$ cat src/rtl/uart_rx_deframer_if.sv
// Receive-side bundle of the UART path: the serial pin and the deframed result
// that feeds the transmit stage.
`timescale 1ns/1ps
interface uart_rx_deframer_if;
   logic       rs232_rx;
   logic [7:0] rx_data;
   logic       rx_int;
   logic       frame_err;
   logic       busy;

   // master: the deframer (reads the pin, drives the result)
   modport master (input rs232_rx, output rx_data, rx_int, frame_err, busy);
   // slave: line driver / consumer of received bytes
   modport slave  (output rs232_rx, input rx_data, rx_int, frame_err, busy);
endinterface

$ cat src/rtl/uart_rx_deframer.sv
// UART 8N1 receive deframer: synchronises the serial pin, finds start bits,
// samples each bit at its centre with a baud counter and strobes out good bytes.
`timescale 1ns/1ps
module uart_rx_deframer #(
   parameter int BIT_DIV  = 217,
   parameter int HALF_DIV = BIT_DIV / 2
) (
   input logic                clk,
   input logic                rst_n,
   uart_rx_deframer_if.master bus
);

   typedef enum logic [2:0] {
      WAIT_HIGH = 3'd0,
      IDLE      = 3'd1,
      START     = 3'd2,
      DATA      = 3'd3,
      STOP      = 3'd4
   } state_t;

   localparam logic [11:0] BIT_LAST  = 12'(BIT_DIV - 1);
   localparam logic [11:0] HALF_LAST = 12'(HALF_DIV - 1);

   logic        s1, s2, s3;
   logic        rxs;
   logic        fe;
   logic [1:0]  fill;
   state_t      state, state_nxt;
   logic [11:0] cnt;
   logic [2:0]  bidx;
   logic [7:0]  sr;
   logic [7:0]  rx_data_q;
   logic        rx_int_q;
   logic        frame_err_q;
   logic        start_hit, bit_hit;
   logic        smp_start, smp_data, smp_stop;
   logic        busy_c;

   assign rxs       = s2;
   assign fe        = s3 & ~s2;
   assign start_hit = (cnt == HALF_LAST);
   assign bit_hit   = (cnt == BIT_LAST);

   // Two-flop synchroniser plus a history flop for edge detection. The reset
   // value of 1 would fake a high line, so `fill` marks when s2 carries a real
   // pin sample; WAIT_HIGH only trusts rxs after that, which keeps a line held
   // low across reset from being taken as a start bit.
   always_ff @(posedge clk or negedge rst_n) begin
      if (!rst_n) begin
         s1   <= 1'b1;
         s2   <= 1'b1;
         s3   <= 1'b1;
         fill <= 2'b00;
      end else begin
         s1   <= bus.rs232_rx;
         s2   <= s1;
         s3   <= s2;
         fill <= {fill[0], 1'b1};
      end
   end

   // State register
   always_ff @(posedge clk or negedge rst_n) begin
      if (!rst_n) state <= WAIT_HIGH;
      else        state <= state_nxt;
   end

   // Next-state decode
   always_comb begin
      state_nxt = state;
      case (state)
         WAIT_HIGH: if (fill[1] && rxs) state_nxt = IDLE;
         IDLE:      if (fe) state_nxt = START;
         START:     if (start_hit) state_nxt = rxs ? IDLE : DATA;
         DATA:      if (bit_hit && bidx == 3'd7) state_nxt = STOP;
         STOP:      if (bit_hit) state_nxt = rxs ? IDLE : WAIT_HIGH;
         default:   state_nxt = WAIT_HIGH;
      endcase
   end

   // Output decode: busy flag and the per-state sample enables
   always_comb begin
      busy_c    = 1'b0;
      smp_start = 1'b0;
      smp_data  = 1'b0;
      smp_stop  = 1'b0;
      case (state)
         START: begin
            busy_c    = 1'b1;
            smp_start = start_hit;
         end
         DATA: begin
            busy_c    = 1'b1;
            smp_data  = bit_hit;
         end
         STOP: begin
            busy_c    = 1'b1;
            smp_stop  = bit_hit;
         end
         default: ;
      endcase
   end

   // Baud counter, bit index, result register and one-cycle strobes
   always_ff @(posedge clk or negedge rst_n) begin
      if (!rst_n) begin
         cnt         <= 12'd0;
         bidx        <= 3'd0;
         rx_data_q   <= 8'h00;
         rx_int_q    <= 1'b0;
         frame_err_q <= 1'b0;
      end else begin
         if (!busy_c || smp_start || smp_data || smp_stop) cnt <= 12'd0;
         else                                              cnt <= cnt + 12'd1;
         if (smp_start)     bidx <= 3'd0;
         else if (smp_data) bidx <= bidx + 3'd1;
         rx_int_q    <= smp_stop & rxs;
         frame_err_q <= smp_stop & ~rxs;
         if (smp_stop && rxs) rx_data_q <= sr;
      end
   end

   // Data shift register, LSB first; contents only matter once a frame completes
   always_ff @(posedge clk) begin
      if (smp_data) sr <= {rxs, sr[7:1]};
   end

   assign bus.rx_data   = rx_data_q;
   assign bus.rx_int    = rx_int_q;
   assign bus.frame_err = frame_err_q;
   assign bus.busy      = busy_c;

endmodule

$ cat src/flat_wrapper.sv
// flat-port wrapper written by rule: the top's interface ports become plain ports
module uart_rx_deframer_flat 
#(
   parameter int BIT_DIV  = 217,
   parameter int HALF_DIV = BIT_DIV / 2
)
  (clk, rst_n, bus_rs232_rx, bus_rx_data, bus_rx_int, bus_frame_err, bus_busy);
  uart_rx_deframer_if bus_i ();
  input logic clk;
  input logic rst_n;
  input wire logic [$bits(bus_i.rs232_rx)-1:0] bus_rs232_rx;
  output wire logic [$bits(bus_i.rx_data)-1:0] bus_rx_data;
  output wire logic [$bits(bus_i.rx_int)-1:0] bus_rx_int;
  output wire logic [$bits(bus_i.frame_err)-1:0] bus_frame_err;
  output wire logic [$bits(bus_i.busy)-1:0] bus_busy;
  assign bus_i.rs232_rx = bus_rs232_rx;
  assign bus_rx_data = bus_i.rx_data;
  assign bus_rx_int = bus_i.rx_int;
  assign bus_frame_err = bus_i.frame_err;
  assign bus_busy = bus_i.busy;
  uart_rx_deframer #(.BIT_DIV(BIT_DIV), .HALF_DIV(HALF_DIV)) u_core (.clk(clk), .rst_n(rst_n), .bus(bus_i));
endmodule
$ cat config.mk
export PLATFORM = sky130hd
export DESIGN_NAME = uart_rx_deframer_flat
export DESIGN_NICKNAME = d
export VERILOG_FILES = /design/src/rtl/uart_rx_deframer_if.sv /design/src/rtl/uart_rx_deframer.sv /design/src/flat_wrapper.sv
export SDC_FILE = /design/constraint.sdc
export NUM_CORES = 1
export LEC_CHECK = 0
export ABC_AREA = 1
export BUFFER_PORTS_ARGS = -buffer_cell sky130_fd_sc_hd__buf_2
export CAP_MARGIN = 20
export CORE_UTILIZATION = 53
export CTS_CLUSTER_SIZE = 16
export DETAILED_ROUTE_END_ITERATION = 16
export PLACE_DENSITY = 0.85
export SYNTH_ARGS = -nofsm -noshare
export SYNTH_HDL_FRONTEND = slang
export SYNTH_SLANG_ARGS = --single-unit
export TNS_END_PERCENT = 50
$ cat constraint.sdc
create_clock -name clk -period 1.4 [get_ports clk]
set_input_delay 0.28 -clock clk [delete_from_list [all_inputs] [get_ports clk]]
set_output_delay 0.28 -clock clk [all_outputs]
set_load 0.005 [all_outputs]
==> results of run 1 <==
worst max-delay path, delay by kind of cell, from the launching register on:
kind            cells  cell delay, ns
simple gates        2            0.11
buf+inv             3            0.29
flops               1            0.44
compound gates      1            0.12
power breakdown:
group / leakage (nW) / switching, W / total (W) / internal (W)
combinational: 0.718 / 0.000791 / 0.00148 / 0.000689
sequential: 0.514 / 0.0000638 / 0.00135 / 0.00129
clock: 0.0414 / 0.000402 / 0.000780 / 0.000378
total: 1.27 / 0.00126 / 0.00361 / 0.00236
timing repair:
item / 4_1_cts / 5_1_grt
resized for setup: 23 / 24
endpoints found under the setup margin: 34 / 37
endpoints found under the hold margin: 14 / 1
cloned: 1 / 2
pin swaps: 10 / 16
hold buffers: 1 / 1
buffers inserted: 9 / 4
kinds of logic after synthesis:
group	synth area share
adder cells (fa/ha/maj)	0.0262
buffers and inverters	0.0642
AND/OR/NAND/NOR	0.290
XOR/XNOR	0.0275
other	0.00196
flip-flops	0.560
AO/OA/AOI/OAI	0.0295
routing by layer:
| layer | up-vias | part of all wire |
|---|---|---|
| met5 | - | 0 |
| met4 | 0 | 0.018 |
| met3 | 6 | 0.035 |
| met2 | 35 | 0.50 |
| met1 | 745 | 0.44 |
| li1 | 747 | - |
state kept, by name (all words and copies together), names as in the netlist:
name                  cells
u_core.bidx               3
u_core.bus.frame_err      1
u_core.bus.rx_data        8
u_core.bus.rx_int         1
u_core.cnt               12
u_core.fill               2
u_core.rxs                1
u_core.s1                 1
u_core.s3                 1
u_core.sr                 8
u_core.state              3
worst paths after layout:
| kind | endpoint | slack (ns) | cells after the start |
|---|---|---|---|
| max reg2reg | u_core.sr[4]$_DFFE_PP_ | -0.07 | 7 |
| min reg2reg | u_core.fill[1]$_DFF_PN0_ | 0.36 | 0 |
| max in group asynchronous | u_core.s1$_DFF_PN1_ | 0.53 | 3 |
| min | u_core.bus.rx_data[0]$_DFFE_PN0P_ | 0.35 | 2 |
| min in group clk | u_core.fill[1]$_DFF_PN0_ | 0.36 | 0 |
| max | bus_busy | -0.20 | 6 |
cell usage in the layout (no fill, tap or decap), types with 4 or more instances in the layout:
cell	netlist	layout
inv_2	5	13
buf_6	0	4
buf_2	0	13
nor2_2	13	13
nor2_4	1	6
nand3_2	0	4
nand2_2	3	7
nand2_1	52	45
inv_1	17	9
nand3_1	10	7
nand4_1	5	5
dfrtp_1	30	30
edfxtp_1	8	8
buf_4	0	31
nor2_1	14	9
xor2_1	5	5
nand3_4	4	5
clkbuf_4	0	5
metrics by stage:
stage	hold WS, ns	instance area (µm²)
2_1_floorplan	-0.0156	1920
3_3_place_gp	0.225	2260
3_5_place_dp	0.218	2260
4_1_cts	0.00256	2500
5_1_grt	0.376	2620
6_report	0.349	2620
area by class of cell:
type / instances / area share
flip-flops and latches: 41 / 0.409
multi-input cells: 130 / 0.333
repair buffers: 53 / 0.161
inverters: 25 / 0.0416
well taps: 46 / 0.0220
clock inverters: 3 / 0.0177
clock buffers: 5 / 0.0143
repair inverters: 1 / 0.00191
==> metrics.csv, run 1 <==
stage,metric,value,unit
worst_setup_path,Reg2Reg Launch Point,u_core.cnt[0]$_DFF_PN0_,
floorplanning,io pins,14,
routing,drt drc,0,
worst_setup_path,CP max FO,3,
global_route,first-pass GRT wire length,6180,µm
timing,slack of the critical path,-0.202,ns
worst_setup_path,CP required,1.12,ns
synthesis,Yosys Warn Count,0,
routing,drt first pass iters,4,
routing,Via density,5.04,
status,failing checks,setup timing,
synthesis,Post-Synthesis Cells,195,
clocking,"Reg clk slew, reported paths",0.13,ns
synthesis,"top cells by area, synth","dfrtp_1 39%, edfxtp_1 13%, nand2_1 10%",
clocking,total number of H-tree levels,2,
timing,Fmax,0.624,GHz
worst_setup_path,crit path kind,flop to output port,
synthesis,Synth top area share,0.393,
global_route,met3 Use GR,0.0621,
power_and_ir_drop,pwr dens,1380,mW/mm²
final_layout,Final Non-Filler Cells,304,
timing,final worst path period need,1.60,ns
worst_setup_path,startpoint types,flop,
clocking,root buf cell,clkbuf_4,
worst_setup_path,Worst path slowest cell,dfrtp_1,
synthesis,Async SR Flop Fraction,0.805,
placement,half-perimeter wire length after placement,2650,µm
clocking,Num CTS Buffers,5,
global_route,vias in the first global route,1383,
power_and_ir_drop,maximum vdd drop,0.000639,V
global_route,initial antenna violation count,0,
synthesis,post-synth cell types,31,
power_and_ir_drop,total leakage power,1.27,nW
routing,DRT iter0 DRCs,88,
timing,crit share post-route,1.14,
synthesis,number of enable flip-flop cells after synthesis,8,
synthesis,syn avg cell area,9.79,µm²
global_route,met2 GRT Util,0.394,
timing,final setup fails,23,
global_route,largest net degree at the start of global routing,19,
synthesis,post-synthesis sequential area ratio,0.560,
timing,RSZ-0062 raised after global routing,yes,
timing,max-slew violations,0,
final_layout,P&R area growth vs syn,37.2,%
floorplanning,Die Wd,62.0,µm
worst_setup_path,worst-path cell chain,inv_2 > nand2_4 > o21ai_2 > inv_1 > nand2_1 > buf_2,
routing,antenna-violating nets left,0,
floorplanning,starting density of the core,0.563,
hold_path,Hold Path Class,input pin to asynchronous set/reset pin,
timing,Setup TNS,-0.979,ns
worst_setup_path,CP endpoint kind,output port,
routing,drt total wl,4070,µm
global_route,met1 Use GR,0.278,
placement,RePlAce Congestion,0.857,
worst_setup_path,"Data arrival, critical path",1.32,ns
final_layout,final net count,264,
routing,WL/cell,13.4,µm
final_layout,Util after Layout,0.773,
floorplanning,core footprint,0.00339,mm²
timing,clk_skew,0.0132,ns
synthesis,"top cells by count, synth","52 x nand2_1, 30 x dfrtp_1, 17 x inv_1",
synthesis,largest area contributor in the netlist,dfrtp_1,
global_route,grt peak-use layer,met2,
routing,routed via count,1533,
clocking,Bufs on Longest Clock Path,2,
global_route,GR Overflow Total,0,
placement,PortBufs,13,
final_layout,diode count,0,
status,status,"finished, violations left",
timing,Final Hold Violating Endpoints,0,
placement,Place WS,-0.0883,ns
synthesis,syn_nets,202,
floorplanning,Die ar.,0.00385,mm²
clocking,clock tree from TritonCTS,done,
final_layout,fillers,201,
clocking,CTS sink cnt,41,
floorplanning,die height,62.0,µm
synthesis,"Top FF cell, synth",dfrtp_1,
synthesis,most frequent cell after synthesis,nand2_1,
clocking,Clock Latency Late Sink,0.36,ns
worst_setup_path,max incr delay on CP,0.44,ns
placement,Placed Cells,280,
global_route,GRT Util Overall,0.231,
final_layout,footprint of the multi-input gates,871,µm²
run,Max-Cap Viols,0,
power_and_ir_drop,Pwr Total,0.00361,W
final_layout,share of post-route cells with drive strength above 1,0.492,
synthesis,Yosys reg bits,41,
synthesis,Syn Std Cell Area,0.00191,mm²
worst_setup_path,CP Launch Point,u_core.state[0]$_DFFE_PN0P_,
final_layout,Register Area,0.00107,mm²
floorplanning,FP Rows,21,
No activity file was read; power rests on OpenSTA's default activity.
==> run 2, diff against run 1 <==
--- a/config.mk
+++ b/config.mk
@@ -8,10 +8,10 @@
 export ABC_AREA = 1
 export BUFFER_PORTS_ARGS = -buffer_cell sky130_fd_sc_hd__buf_2
 export CAP_MARGIN = 20
-export CORE_UTILIZATION = 53
+export CORE_UTILIZATION = 58
 export CTS_CLUSTER_SIZE = 16
 export DETAILED_ROUTE_END_ITERATION = 16
-export PLACE_DENSITY = 0.85
+export PLACE_DENSITY = 0.88
 export SYNTH_ARGS = -nofsm -noshare
 export SYNTH_HDL_FRONTEND = slang
 export SYNTH_SLANG_ARGS = --single-unit
==> constraint.sdc (replaced) <==
create_clock -name clk -period 1.6 [get_ports clk]
set_input_delay 0.32 -clock clk [delete_from_list [all_inputs] [get_ports clk]]
set_output_delay 0.32 -clock clk [all_outputs]
set_load 0.005 [all_outputs]
==> metrics.csv, run 2 (synthesis gave the netlist of run 1 again) <==
stage,metric,value,unit,change
power_and_ir_drop,total leakage power,1.10,nW,-14%
worst_setup_path,Worst path slowest cell,dfrtp_2,,
timing,crit share post-route,1.03,,
final_layout,most frequent cells in the layout,"51 x nand2_1, 29 x dfrtp_1, 15 x nor2_2",,
worst_setup_path,"Top cell by count, worst path",inv_2,,
final_layout,design area,0.00224,mm²,-14%
routing,Via density,5.09,,+0.98%
global_route,initial antenna violation count,0,,unchanged
status,status,"finished, violations left",,
routing,routed via count,1380,,-10%
worst_setup_path,max incr delay on CP,0.46,ns,+0.02 ns
floorplanning,core footprint,0.00308,mm²,-9.2%
routing,DRT met1 WL,1480,µm,-18%
worst_setup_path,CP required,1.28,ns,+0.16 ns
floorplanning,starting density of the core,0.620,,+0.0570
clocking,CTS sink cnt,41,,unchanged
final_layout,diode count,0,,unchanged
timing,final setup fails,1,,-96%
worst_setup_path,Reg2Reg Setup Slack,0.06,ns,+0.13 ns
clocking,Clock Latency Late Sink,0.36,ns,about the same
global_route,largest net degree at the start of global routing,19,,unchanged
power_and_ir_drop,maximum vdd drop,0.00101,V,+58%
clocking,Bufs on Longest Clock Path,2,,unchanged
timing,Final Hold Violating Endpoints,0,,unchanged
final_layout,final net count,233,,-12%
worst_setup_path,"Data arrival, critical path",1.33,ns,about the same
timing,clk_skew,0.00880,ns,-0.00442 ns
placement,placed cell area,0.00206,mm²,-9.0%
placement,PortBufs,13,,unchanged
timing,final worst path period need,1.65,ns,
clocking,total number of H-tree levels,2,,unchanged
final_layout,footprint of the multi-input gates,753,µm²,-14%
routing,drt drc,0,,unchanged
final_layout,most common library cell in the layout ignoring fill and taps,nand2_1,,
final_layout,P&R area growth vs syn,17.4,%,
worst_setup_path,crit path kind,flop to output port,,
run,Max-Cap Viols,0,,unchanged
placement,RePlAce Congestion,0.886,,+3.4%
routing,max layer used,met4,,
global_route,vias in the first global route,1278,,-7.6%
global_route,first-pass GRT wire length,5310,µm,-14%
worst_setup_path,CP max FO,3,,unchanged
routing,antenna-violating nets left,0,,unchanged
timing,Hold Worst Slack,0.0466,ns,-0.303 ns
routing,drt first pass iters,4,,unchanged
final_layout,Register Area,0.00107,mm²,+0.12%
routing,WL/cell,12.3,µm,-8.0%
final_layout,share of post-route cells with drive strength above 1,0.339,,-0.153
routing,drt total wl,3340,µm,-18%
final_layout,Largest register FFs,12,,unchanged
timing,Fmax,0.607,GHz,
timing,slack of the critical path,-0.0483,ns,+0.154 ns
status,failing checks,setup timing,,
worst_setup_path,worst-path cell chain,inv_2 > nand2_2 > o21ai_2 > inv_2 > nand2_1 > buf_2,,
global_route,GRT Util Overall,0.212,,-0.0190
global_route,GR Overflow Total,0,,unchanged
worst_setup_path,CP endpoint kind,output port,,
floorplanning,FP Rows,20,,-4.8%
clocking,"Reg clk slew, reported paths",0.11,ns,-0.02 ns
routing,routed wl met3,131,µm,-8.4%
floorplanning,Die ar.,0.00353,mm²,-8.3%
final_layout,fillers,200,,-0.50%
routing,DRT iter0 DRCs,27,,-69%
hold_path,Hold Path Class,input pin to flop,,
timing,max-slew violations,0,,unchanged
final_layout,Largest Register,u_core.cnt,,
timing,RSZ-0062 raised after global routing,yes,,
placement,half-perimeter wire length after placement,2290,µm,-14%
floorplanning,io pins,14,,unchanged
power_and_ir_drop,pwr dens,1230,mW/mm²,-11%
clocking,root buf cell,clkbuf_4,,
clocking,Num CTS Buffers,5,,unchanged
floorplanning,die height,59.4,µm,-4.3%
routing,WL met2,1650,µm,-20%
clocking,clock tree from TritonCTS,done,,
worst_setup_path,startpoint types,flop,,
floorplanning,Die Wd,59.4,µm,-4.3%
[run 2: cell count changes in the layout (fill, tap and decap cells not counted), moves of 4 or more]
| cell | previous run | this run |
|---|---|---|
| nand3_2 | 4 | 0 |
| buf_4 | 31 | 8 |
| inv_1 | 9 | 14 |
| nor2_4 | 6 | 1 |
| nand2_1 | 45 | 51 |
| inv_2 | 13 | 8 |
| buf_6 | 4 | 0 |
[run 2: where the power goes]
| part | internal (W) | switching [W] |
|---|---|---|
| clock | 0.000331 | 0.000341 |
| combinational | 0.000341 | 0.000545 |
| sequential | 0.00113 | 0.0000594 |
[run 2: final cells by class]
cell class | count | area share
well taps | 44 | 0.0246
repair buffers | 24 | 0.0782
clock buffers | 5 | 0.0168
multi-input cells | 129 | 0.336
clock inverters | 3 | 0.0207
inverters | 25 | 0.0458
flip-flops and latches | 41 | 0.478
[run 2: stage by stage]
| stage | setup TNS, ns | cells | utilization | setup slack [ns] | power [W] |
|---|---|---|---|---|---|
| after floorplan | 0 | 195 | - | 0.0703 | 0.00180 |
| after global placement | 0 | 254 | 0.668 | 0.0978 | 0.00185 |
| after detailed placement | 0 | 254 | 0.668 | 0.0487 | 0.00187 |
| after CTS | -0.0216 | 270 | 0.717 | -0.0216 | 0.00268 |
| after global routing | -0.312 | 271 | 0.728 | -0.122 | 0.00293 |
| final | -0.0483 | 271 | 0.728 | -0.0483 | 0.00275 |
[run 2: path summary, 6_finish.rpt]
kind,from,cells after the start,to
max in group asynchronous,rst_n,3,u_core.s3$_DFF_PN1_
worst min-delay path,bus_rs232_rx,1,u_core.s1$_DFF_PN1_
worst min register to register,u_core.s1$_DFF_PN1_,0,u_core.rxs$_DFF_PN1_
worst max register to register,u_core.state[0]$_DFFE_PN0P_,9,u_core.cnt[10]$_DFF_PN0_
min in group asynchronous,rst_n,2,u_core.cnt[5]$_DFF_PN0_
worst max-delay path,u_core.state[0]$_DFFE_PN0P_,6,bus_busy
[run 2: critical path, delay by kind of cell (launching register included)]
kind                   cells  cell delay (ns)
DFF                        1             0.46
and+or+nand+nor            2             0.13
AOI/OAI and AO/OA          1             0.14
buffers and inverters      3             0.25
[run 2: per-layer routing]
| metal | global-route usage | up-vias |
|---|---|---|
| met5 | 0 | - |
| met4 | 0.112 | 0 |
| met3 | 0.0459 | 10 |
| met2 | 0.337 | 25 |
| met1 | 0.271 | 660 |
| li1 | - | 685 |
[run 2: repair_timing]
item	4_1_cts	5_1_grt
hold endpoints to repair	15	0
cloned	0	1
resized for setup	4	10
pin swaps	1	3
setup endpoints to repair	1	20
buffers inserted	7	0
hold buffers	1	0
